File: src/rtl/wb_stage_param.sv
// RV32I/RV64I writeback stage: MEM/WB register, load align/extend, result select.
// Define WB_RETIRE_CNT_EN to add the 64-bit retire_cnt_o counter.
module wb_stage_param #(
  parameter int XLEN = 32,
  parameter int OFFW = $clog2(XLEN/8)
) (
  input  logic            clk,
  input  logic            rst,
  input  logic            stall_i,
  input  logic            flush_i,
  input  logic            valid_m,
  input  logic [XLEN-1:0] alu_result_m,
  input  logic [XLEN-1:0] read_data_m,
  input  logic [XLEN-1:0] pc_plus4_m,
  input  logic [1:0]      result_src_m,
  input  logic            reg_write_m,
  input  logic [4:0]      rd_m,
  input  logic [2:0]      funct3_m,
`ifdef WB_RETIRE_CNT_EN
  output logic [63:0]     retire_cnt_o,
`endif
  output logic [XLEN-1:0] result_w,
  output logic [4:0]      rd_w,
  output logic            reg_write_w,
  output logic            valid_w,
  output logic            misalign_w
);

  logic            valid_q;
  logic [XLEN-1:0] alu_q;
  logic [XLEN-1:0] rdata_q;
  logic [XLEN-1:0] pc4_q;
  logic [1:0]      src_q;
  logic            regw_q;
  logic [4:0]      rd_q;
  logic [2:0]      f3_q;

  always_ff @(posedge clk or posedge rst) begin
    if (rst) begin
      valid_q <= 1'b0;
      alu_q   <= '0;
      rdata_q <= '0;
      pc4_q   <= '0;
      src_q   <= '0;
      regw_q  <= 1'b0;
      rd_q    <= '0;
      f3_q    <= '0;
    end else if (flush_i) begin
      valid_q <= 1'b0;
    end else if (!stall_i) begin
      valid_q <= valid_m;
      alu_q   <= alu_result_m;
      rdata_q <= read_data_m;
      pc4_q   <= pc_plus4_m;
      src_q   <= result_src_m;
      regw_q  <= reg_write_m;
      rd_q    <= rd_m;
      f3_q    <= funct3_m;
    end
  end

  logic [OFFW-1:0] off;
  logic [XLEN-1:0] lane;
  logic [XLEN-1:0] ld;
  logic            mis;

  assign off  = alu_q[OFFW-1:0];
  assign lane = rdata_q >> {off, 3'b000};

  // 64-bit-only codes fall through to zero on RV32
  always_comb begin
    ld = '0;
    case (f3_q)
      3'b000:  ld = XLEN'($signed(lane[7:0]));
      3'b100:  ld = XLEN'(lane[7:0]);
      3'b001:  ld = XLEN'($signed(lane[15:0]));
      3'b101:  ld = XLEN'(lane[15:0]);
      3'b010:  ld = XLEN'($signed(lane[31:0]));
      3'b110:  if (XLEN == 64) ld = XLEN'(lane[31:0]);
      3'b011:  if (XLEN == 64) ld = lane;
      default: ld = '0;
    endcase
  end

  always_comb begin
    mis = 1'b0;
    case (f3_q[1:0])
      2'b01:   mis = off[0];
      2'b10:   mis = |off[1:0];
      2'b11:   mis = (XLEN == 64) && (|off);
      default: mis = 1'b0;
    endcase
  end

  assign misalign_w = valid_q && (src_q == 2'b01) && mis;

  always_comb begin
    result_w = '0;
    case (src_q)
      2'b00:   result_w = alu_q;
      2'b01:   result_w = ld;
      2'b10:   result_w = pc4_q;
      default: result_w = '0;
    endcase
  end

  assign valid_w     = valid_q;
  assign rd_w        = rd_q;
  assign reg_write_w = valid_q && regw_q && (rd_q != 5'd0) && !misalign_w;

`ifdef WB_RETIRE_CNT_EN
  logic [63:0] cnt_q;
  logic [63:0] cnt_d;

  // An instruction retires when it leaves WB cleanly
  always_comb begin
    cnt_d = cnt_q;
    if (valid_q && !misalign_w && !stall_i) cnt_d = cnt_q + 64'd1;
  end

  always_ff @(posedge clk or posedge rst) begin
    if (rst) cnt_q <= '0;
    else     cnt_q <= cnt_d;
  end

  assign retire_cnt_o = cnt_q;
`endif

endmodule
File: config.mk
export PLATFORM = sky130hd
export DESIGN_NAME = wb_stage_param
export DESIGN_NICKNAME = d
export VERILOG_FILES = /design/src/rtl/wb_stage_param.sv
export SDC_FILE = /design/constraint.sdc
export NUM_CORES = 1
export LEC_CHECK = 0
export BUFFER_PORTS_ARGS = -buffer_cell sky130_fd_sc_hd__buf_4
export CORE_MARGIN = 1.5
export CORE_UTILIZATION = 45
export CTS_CLUSTER_SIZE = 10
export DETAILED_ROUTE_END_ITERATION = 10
export GPL_ROUTABILITY_DRIVEN = 0
export GPL_TIMING_DRIVEN = 0
export PLACE_DENSITY = 0.7
export SYNTH_ARGS = -nofsm -noshare
export SYNTH_HDL_FRONTEND = slang
export SYNTH_SLANG_ARGS = --single-unit
File: constraint.sdc
create_clock -name clk -period 8.99 [get_ports clk]
set_input_delay 0 -clock clk [delete_from_list [all_inputs] [get_ports clk]]
set_output_delay 0 -clock clk [all_outputs]
set_load 0.005 [all_outputs]
==> results of run 1 <==
[per-stage QoR]
stage	power, mW	cells	worst slack, ns	hold WS, ns	cell area, um^2
5_1_grt	1.49	821	6.28	0.286	8010
4_1_cts	1.43	821	6.51	0.257	8010
6_report	1.42	821	6.56	0.255	8010
3_3_place_gp	0.983	696	4.94	0.164	6590
2_1_floorplan	0.821	402	6.14	0.0664	5280
3_5_place_dp	0.993	697	6.91	0.0727	6620
[worst paths after layout]
check / start / slack (ns) / end
max reg2reg: src_q[1] / 7.44 / src_q[1]
min reg2reg: alu_q[29] / 0.51 / alu_q[29]
max: src_q[0] / 6.56 / result_w[26]
min: rst / 0.26 / rd_w[0]
max in group asynchronous: rst / 8.02 / rdata_q[3]
min in group clk: funct3_m[1] / 0.40 / f3_q[1]
[power by group through the flow]
stage	Sequential (mW)	Combinational (mW)	Clock, mW
2_1_floorplan	0.596	0.224	0
3_3_place_gp	0.611	0.372	0
3_5_place_dp	0.614	0.380	0
4_1_cts	0.605	0.419	0.404
5_1_grt	0.615	0.452	0.426
6_report	0.607	0.418	0.399
[cell families after synthesis]
family	count (synthesis)	share of synthesized area (%)
and+or+nand+nor	41	3.75
AOI/OAI and AO/OA	55	8.11
DFF	108	51.2
muxes	161	33.4
buffers and inverters	34	2.84
adders and majority gates	3	0.711
[registers in the layout, indices dropped and copies added (netlist names)]
| register | cells |
|---|---|
| pc4_q | 32 |
| rdata_q | 32 |
| rd_w | 5 |
| src_q | 2 |
| valid_w | 1 |
| alu_q | 32 |
| regw_q | 1 |
| f3_q | 3 |
[cells in the final DEF, fill, tap and decap left out, types with 5 or more instances in the layout]
| master | n |
|---|---|
| dfrtp_1 | 108 |
| nor2_1 | 5 |
| buf_4 | 151 |
| mux2_2 | 111 |
| mux2i_1 | 49 |
| o22ai_1 | 8 |
| o211ai_1 | 16 |
| clkbuf_1 | 19 |
| o21ai_0 | 8 |
| o2bb2ai_1 | 8 |
| buf_2 | 6 |
| clkbuf_16 | 9 |
| dlygate4sd3_1 | 110 |
| nand2_1 | 26 |
| o221ai_1 | 6 |
[metal layers]
| layer | global-route usage (%) | vias to the layer above | part of all wire, % |
|---|---|---|---|
| li1 | - | 2028 | - |
| met1 | 32.2 | 2117 | 43 |
| met2 | 44.7 | 127 | 51 |
| met3 | 7.16 | 17 | 5.5 |
| met4 | 5.65 | 0 | 1.5 |
| met5 | 0 | - | 0 |
[critical path, stage by stage, from the launching register on]
cell and delay [ns]:
dfrtp_1 0.32, clkbuf_1 0.35, nand2b_1 0.23, nor4_2 0.68, nand2_1 0.13, o211ai_1 0.19, buf_4 0.17
[area by class of cell]
class	instances	share of cell area, %
clock buffers	12	3.20
multi-input cells	260	30.3
inverters	5	0.265
flip-flops and latches	108	33.7
plain buffers	29	1.64
clock inverters	2	0.437
repair buffers	262	28.2
well taps	143	2.23
[repair_timing]
item	4_1_cts	5_1_grt
buffers inserted	0	0
hold buffers	110	0
hold endpoints to repair	146	0
==> metrics.md, run 1 <==
| Metric | Value |
|---|---|
| Max clock buf depth | 2 |
| Top cells by count, synth | 111 x mux2_2, 108 x dfrtp_1, 49 x mux2i_1, 26 x nand2_1, 18 x clkbuf_1 |
| Die Wd | between 100 and 150 um |
| Setup violators final | 0 |
| Initial antenna violation count | 0 |
| Area added between synthesis and finish | 51.8% |
| Mapped Nets | just over 500 |
| Total grt overflow | 0 |
| Most frequent cell after synthesis | mux2_2 |
| Total iterations of the first detailed-routing run | 4 |
| Reg clk slew, reported paths | roughly 0.07 ns |
| CTS tree | yes |
| Fill count | around 800 |
| PostCTS Resize Cnt | 0 |
| Final ANT Viol Nets | 0 |
| Sequential share of the synthesized area | between 50% and 60% |
| Main synth FF type | dfrtp_1 |
| Internal power | approximately 1.0 mW |
| Synthesis-stage register bit count | ~110 |
| Worst skew pair latency | roughly 0.35 ns |
| Sequential power share | 42.6% |
| Outcome | complete, no violations |
| Syn Area/Cell | 13.1 um^2 |
| Critical Path Sink Type | output port |
| Die Area | 12400 um^2 |
| # H-tree levels | 3 |
| I/O pin count | between 150 and 200 |
| Required @ worst endpoint | 8.99 ns |
| Worst reg2reg path depth | 3 |
| Share of cells above drive strength 1 | 43.1% |
| Largest net degree at the start of global routing | 71 |
| Setup CP Type | flip-flop to output port |
| CP max FO | 9 |
| Max Cap Viol | 0 |
| Post-route DRC | 0 |
| Post-synth cell types | 32 |
| P_sw | approximately 0.4 mW |
| Synth area leader | dfrtp_1 |
| Hold Crit Class | primary input to async pin |
| Post-Synthesis Cells | 402 |
| Final net count | between 700 and 800 |
| Vias post-DR | around 4300 |
| Ys Warns | 0 |
| Number of buffers created by CTS | 9 |
| # port buffers | about 150 |
| FMAX | roughly 410 MHz |
| RSZ-0062 raised after global routing | no |
| Yosys top cell area share | ~51% |
| Minimum clock period | about 2.4 ns |
| Multi-input gate area | about 2400 um^2 |
| Max VDD drop | between 0.0001 and 0.00015 V |
| Storage element area | about 2700 um^2 |
| Least-Margin Pin Slew | 0.850 ns |
| Switch share | 28.0% |
| Post-layout util | 70.2% |
| # rows | 39 |
| Initial Utilization | 46.2% |
| CP startpoint kind | flip-flop |
| Drt first-iter violations | 181 |
| Synth async-reset ratio | 100% |
| Area contributors post-synth | dfrtp_1 51%, mux2_2 24%, mux2i_1 9.3% |
| Crit share post-route | a little over a quarter |
| EDFF count, synth | 0 |
| CP arrival | approximately 2.4 ns |
| Root buf cell | clkbuf_16 |
| Leakage | between 3 and 4 nW |
| Vias in the first global route | 4629 |
| Chip height | between 100 and 150 um |
| Diodes inserted | 0 |
| Core Footprint | 11400 um^2 |
| Total Wirelength | 15500 um |
| Hpwl dp | between 10000 and 15000 um |
| Wire per inst | between 15 and 20 um |
| Clock network power share | ~28% |
| All-layer global routing usage | 25.8% |
| Skew final | 0 ns |
| Post-synthesis cell area | between 5000 and 6000 um^2 |
| Hold Violations, Final | 0 |
| Drt via density | about 5.2 |
| Clk sink count | 108 |
| Setup tns final | 0 ns |
| Power per cell area | around 180 nW/um^2 |
| First-pass GRT wire length | 24600 um |
| Final Max Tran Viols | 0 |
| Slew margin rel. | roughly 43% |
| Comb power frac | 29.4% |
(Power assumes the default switching activity.)
==> run 2, diff against run 1 <==
Settings changed: ABC_AREA set to 1, PLACE_DENSITY 0.7 to 0.72.
Clock period 8.99 ns to 1.96 ns, I/O delays scaled along.
==> run 2 against run 1 <==
Effect of this change:
- register-to-register slack got worse by 6.7 ns
- routed wire length rose by 18%
- via count rose by 37%
- sequential power rose to 4.4 times the previous value
- clock skew did not move
- synthesized area rose by 7.1%
- count of clock-buffer cells in the layout fell by 1
- critical endpoint is now result_w[3]
==> metrics.md, run 2 <==
| Metric | Value |
|---|---|
| Top Registers | alu_q: 32 flops, pc4_q: 32 flops, rdata_q: 32 flops |
| Gr busiest metal | met2 |
| Die Area | about 13000 um^2 |
| Main synth FF type | dfrtp_1 |
| Final Max Tran Viols | 0 |
| CP arrival | 1.87 ns |
| CTS tree | yes |
| Max Cap Viol | 0 |
| Vias post-DR | 5873 |
| GR Util met2 | about 50% |
| Chip height | around 120 um |
| Placed cell area | between 7000 and 8000 um^2 |
| Core Footprint | roughly 12000 um^2 |
| Power per cell area | between 700 and 800 nW/um^2 |
| Post-synth cell types | 27 |
| Crit share post-route | a little over nine tenths |
| Synthesis-stage register bit count | ~110 |
| Total grt overflow | 0 |
| Synth area leader | dfrtp_1 |
| Wire per inst | about 16 um |
| Clk sink count | around 110 |
| I/O pin count | roughly 150 |
| Crit-path slowest cell | dfrtp_1 |
| Most common cell after layout, fill and taps aside | nand2_1 |
| # port buffers | approximately 150 |
| Hold Violations, Final | 0 |
| Yosys top cell area share | between 40% and 50% |
| Hpwl dp | 12500 um |
| CP max stage delay | about 0.37 ns |
| Vias in the first global route | around 6200 |
| Outcome | complete, no violations |
| Final Worst Setup Slack | between 0.09 and 0.1 ns |
| Initial antenna violation count | 0 |
| Setup violators final | 0 |
| Max clock buf depth | 2 |
| Worst skew pair latency | roughly 0.35 ns |
| Number of buffers created by CTS | 9 |
| Syn Area/Cell | ~8.3 um^2 |
| Dpl cells | around 1000 |
| Critical Path Sink Type | output port |
| Most frequent cell after synthesis | nand2_1 |
| Mapped Nets | about 800 |
| Setup CP Type | flip-flop to output port |
| CP startpoint kind | flip-flop |
| Slew margin rel. | between 50% and 60% |
| First-pass GRT wire length | about 30000 um |
| Post-synthesis cell area | 5650 um^2 |
| Area added between synthesis and finish | 50.7% |
| Drt first-iter violations | around 540 |
| FMAX | 535 MHz |
| CP max FO | 10 |
| Skew final | 0 ns |
| All-layer global routing usage | between 20% and 30% |
| Largest net degree at the start of global routing | 45 |
| Sequential share of the synthesized area | between 40% and 50% |
| Commonest cells after routing, fill and taps aside | 195 x nand2_1, 156 x buf_4, 110 x dlygate4sd3_1, 108 x dfrtp_1, 91 x inv_1 |
| Diodes inserted | 0 |
| Share of cells above drive strength 1 | 29.2% |
| Most used cell, CP | nor2_1 |
| Met1 usage | a little over a third |
| Max VDD drop | between 0.0005 and 0.0006 V |
| Area contributors post-synth | dfrtp_1 48%, nand2_1 13%, mux2_2 7.0% |
| Fin area | 8520 um^2 |
| Total iterations of the first detailed-routing run | 5 |
| Leakage | 4.29 nW |
| RSZ-0062 raised after global routing | yes |
| Die Wd | about 120 um |
| Total Wirelength | about 18000 um |
| Grt met3 use | 6.59% |
| # H-tree levels | 3 |
| Reg clk slew, reported paths | about 0.070 ns |
| CP Cell Sequence | inv_2 -> buf_2 -> o21ai_0 -> nor2_1 -> nor2_1 -> o21ai_2 -> nand3_1 -> buf_4 |
| Hold Crit Class | primary input to flip-flop |
| Top cells by count, synth | 198 x nand2_1, 108 x dfrtp_1, 95 x inv_1, 77 x o21ai_0, 35 x mux2_2 |
| Synth async-reset ratio | 100% |
| Power, Total | 6.69 mW |
| Post-route DRC | 0 |
| Post-Synthesis Cells | between 600 and 700 |
| EDFF count, synth | 0 |
| Least-Margin Pin Slew | approximately 0.65 ns |
| Ys Warns | 0 |
| Final ANT Viol Nets | 0 |
| Required @ worst endpoint | around 2.0 ns |
| # rows | 40 |
| Non-filler cells, final | ~1100 |
| Minimum clock period | roughly 1.9 ns |
| Hold_ws | between 0.2 and 0.25 ns |
| Root buf cell | clkbuf_16 |
| Setup Slack @ Placement | a little under 0.4 ns |
| Drt via density | ~5.2 |
| Fill count | 949 |
| Final net count | between 1000 and 1500 |
| Initial Utilization | between 40% and 50% |
==> run 2: routing by layer <==
layer  part of all wire (%)  routed length, um
met4                    3.8                693
met1                     39               7210
met3                    6.9               1260
met5                      0                  0
met2                     50               9210
==> run 2: critical path, delay by kind of cell, from the launching register on <==
family	cells	cell delay, ns
AOI/OAI and AO/OA	2	0.45
buffers and inverters	3	0.38
DFF	1	0.37
and+or+nand+nor	3	0.31
==> run 2: cell type report <==
| cell class | instances | area, um^2 | area share, % |
|---|---|---|---|
| plain buffers | 38 | 234 | 2.75 |
| repair buffers | 266 | 2300 | 27.0 |
| clock inverters | 4 | 73.8 | 0.867 |
| flip-flops and latches | 108 | 2700 | 31.7 |
| multi-input cells | 438 | 2370 | 27.9 |
| clock buffers | 11 | 243 | 2.85 |
| well taps | 168 | 210 | 2.47 |
| inverters | 100 | 379 | 4.45 |
==> run 2: report_power, final <==
group | total (mW) | switching (mW) | internal [mW]
sequential | 2.70 | 0.171 | 2.53
combinational | 2.05 | 1.06 | 0.985
clock | 1.95 | 0.803 | 1.15
==> run 2: per-stage QoR <==
step / TNS [ns] / utilization [%]
2_1_floorplan: 0 / -
3_3_place_gp: -0.335 / 57.8
3_5_place_dp: 0 / 58.1
4_1_cts: 0 / 69.9
5_1_grt: -0.0167 / 70.3
6_report: 0 / 70.3
==> run 2: kinds of logic (layout without fill, tap and decap cells) <==
family / count (synthesis) / count (layout) / synth area share, %
and+or+nand+nor: 277 / 277 / 22.0
muxes: 36 / 36 / 7.15
DFF: 108 / 108 / 47.8
buffers and inverters: 138 / 419 / 10.7
AOI/OAI and AO/OA: 122 / 122 / 11.7
adders and majority gates: 3 / 3 / 0.664
==> run 2: final timing paths <==
path                                 from     endpoint  slack, ns  depth (start not counted)
worst max-delay path             alu_q[0]  result_w[3]       0.09                          8
worst min-delay path              stall_i    alu_q[28]       0.23                          4
worst max register to register    valid_w      valid_w       0.70                          3
worst min register to register  pc4_q[12]    pc4_q[12]       0.51                          1
max in group asynchronous             rst    pc4_q[14]       1.03                          4
min in group asynchronous             rst     pc4_q[6]       0.30                          3
==> run 2: what timing repair did <==
action                                  4_1_cts  5_1_grt
cloned                                        0        1
buffers inserted                              0        2
endpoints found under the setup margin        2       28
endpoints found under the hold margin       132        0
pin swaps                                     0        3
hold buffers                                110        0
gates resized for setup                       1       16
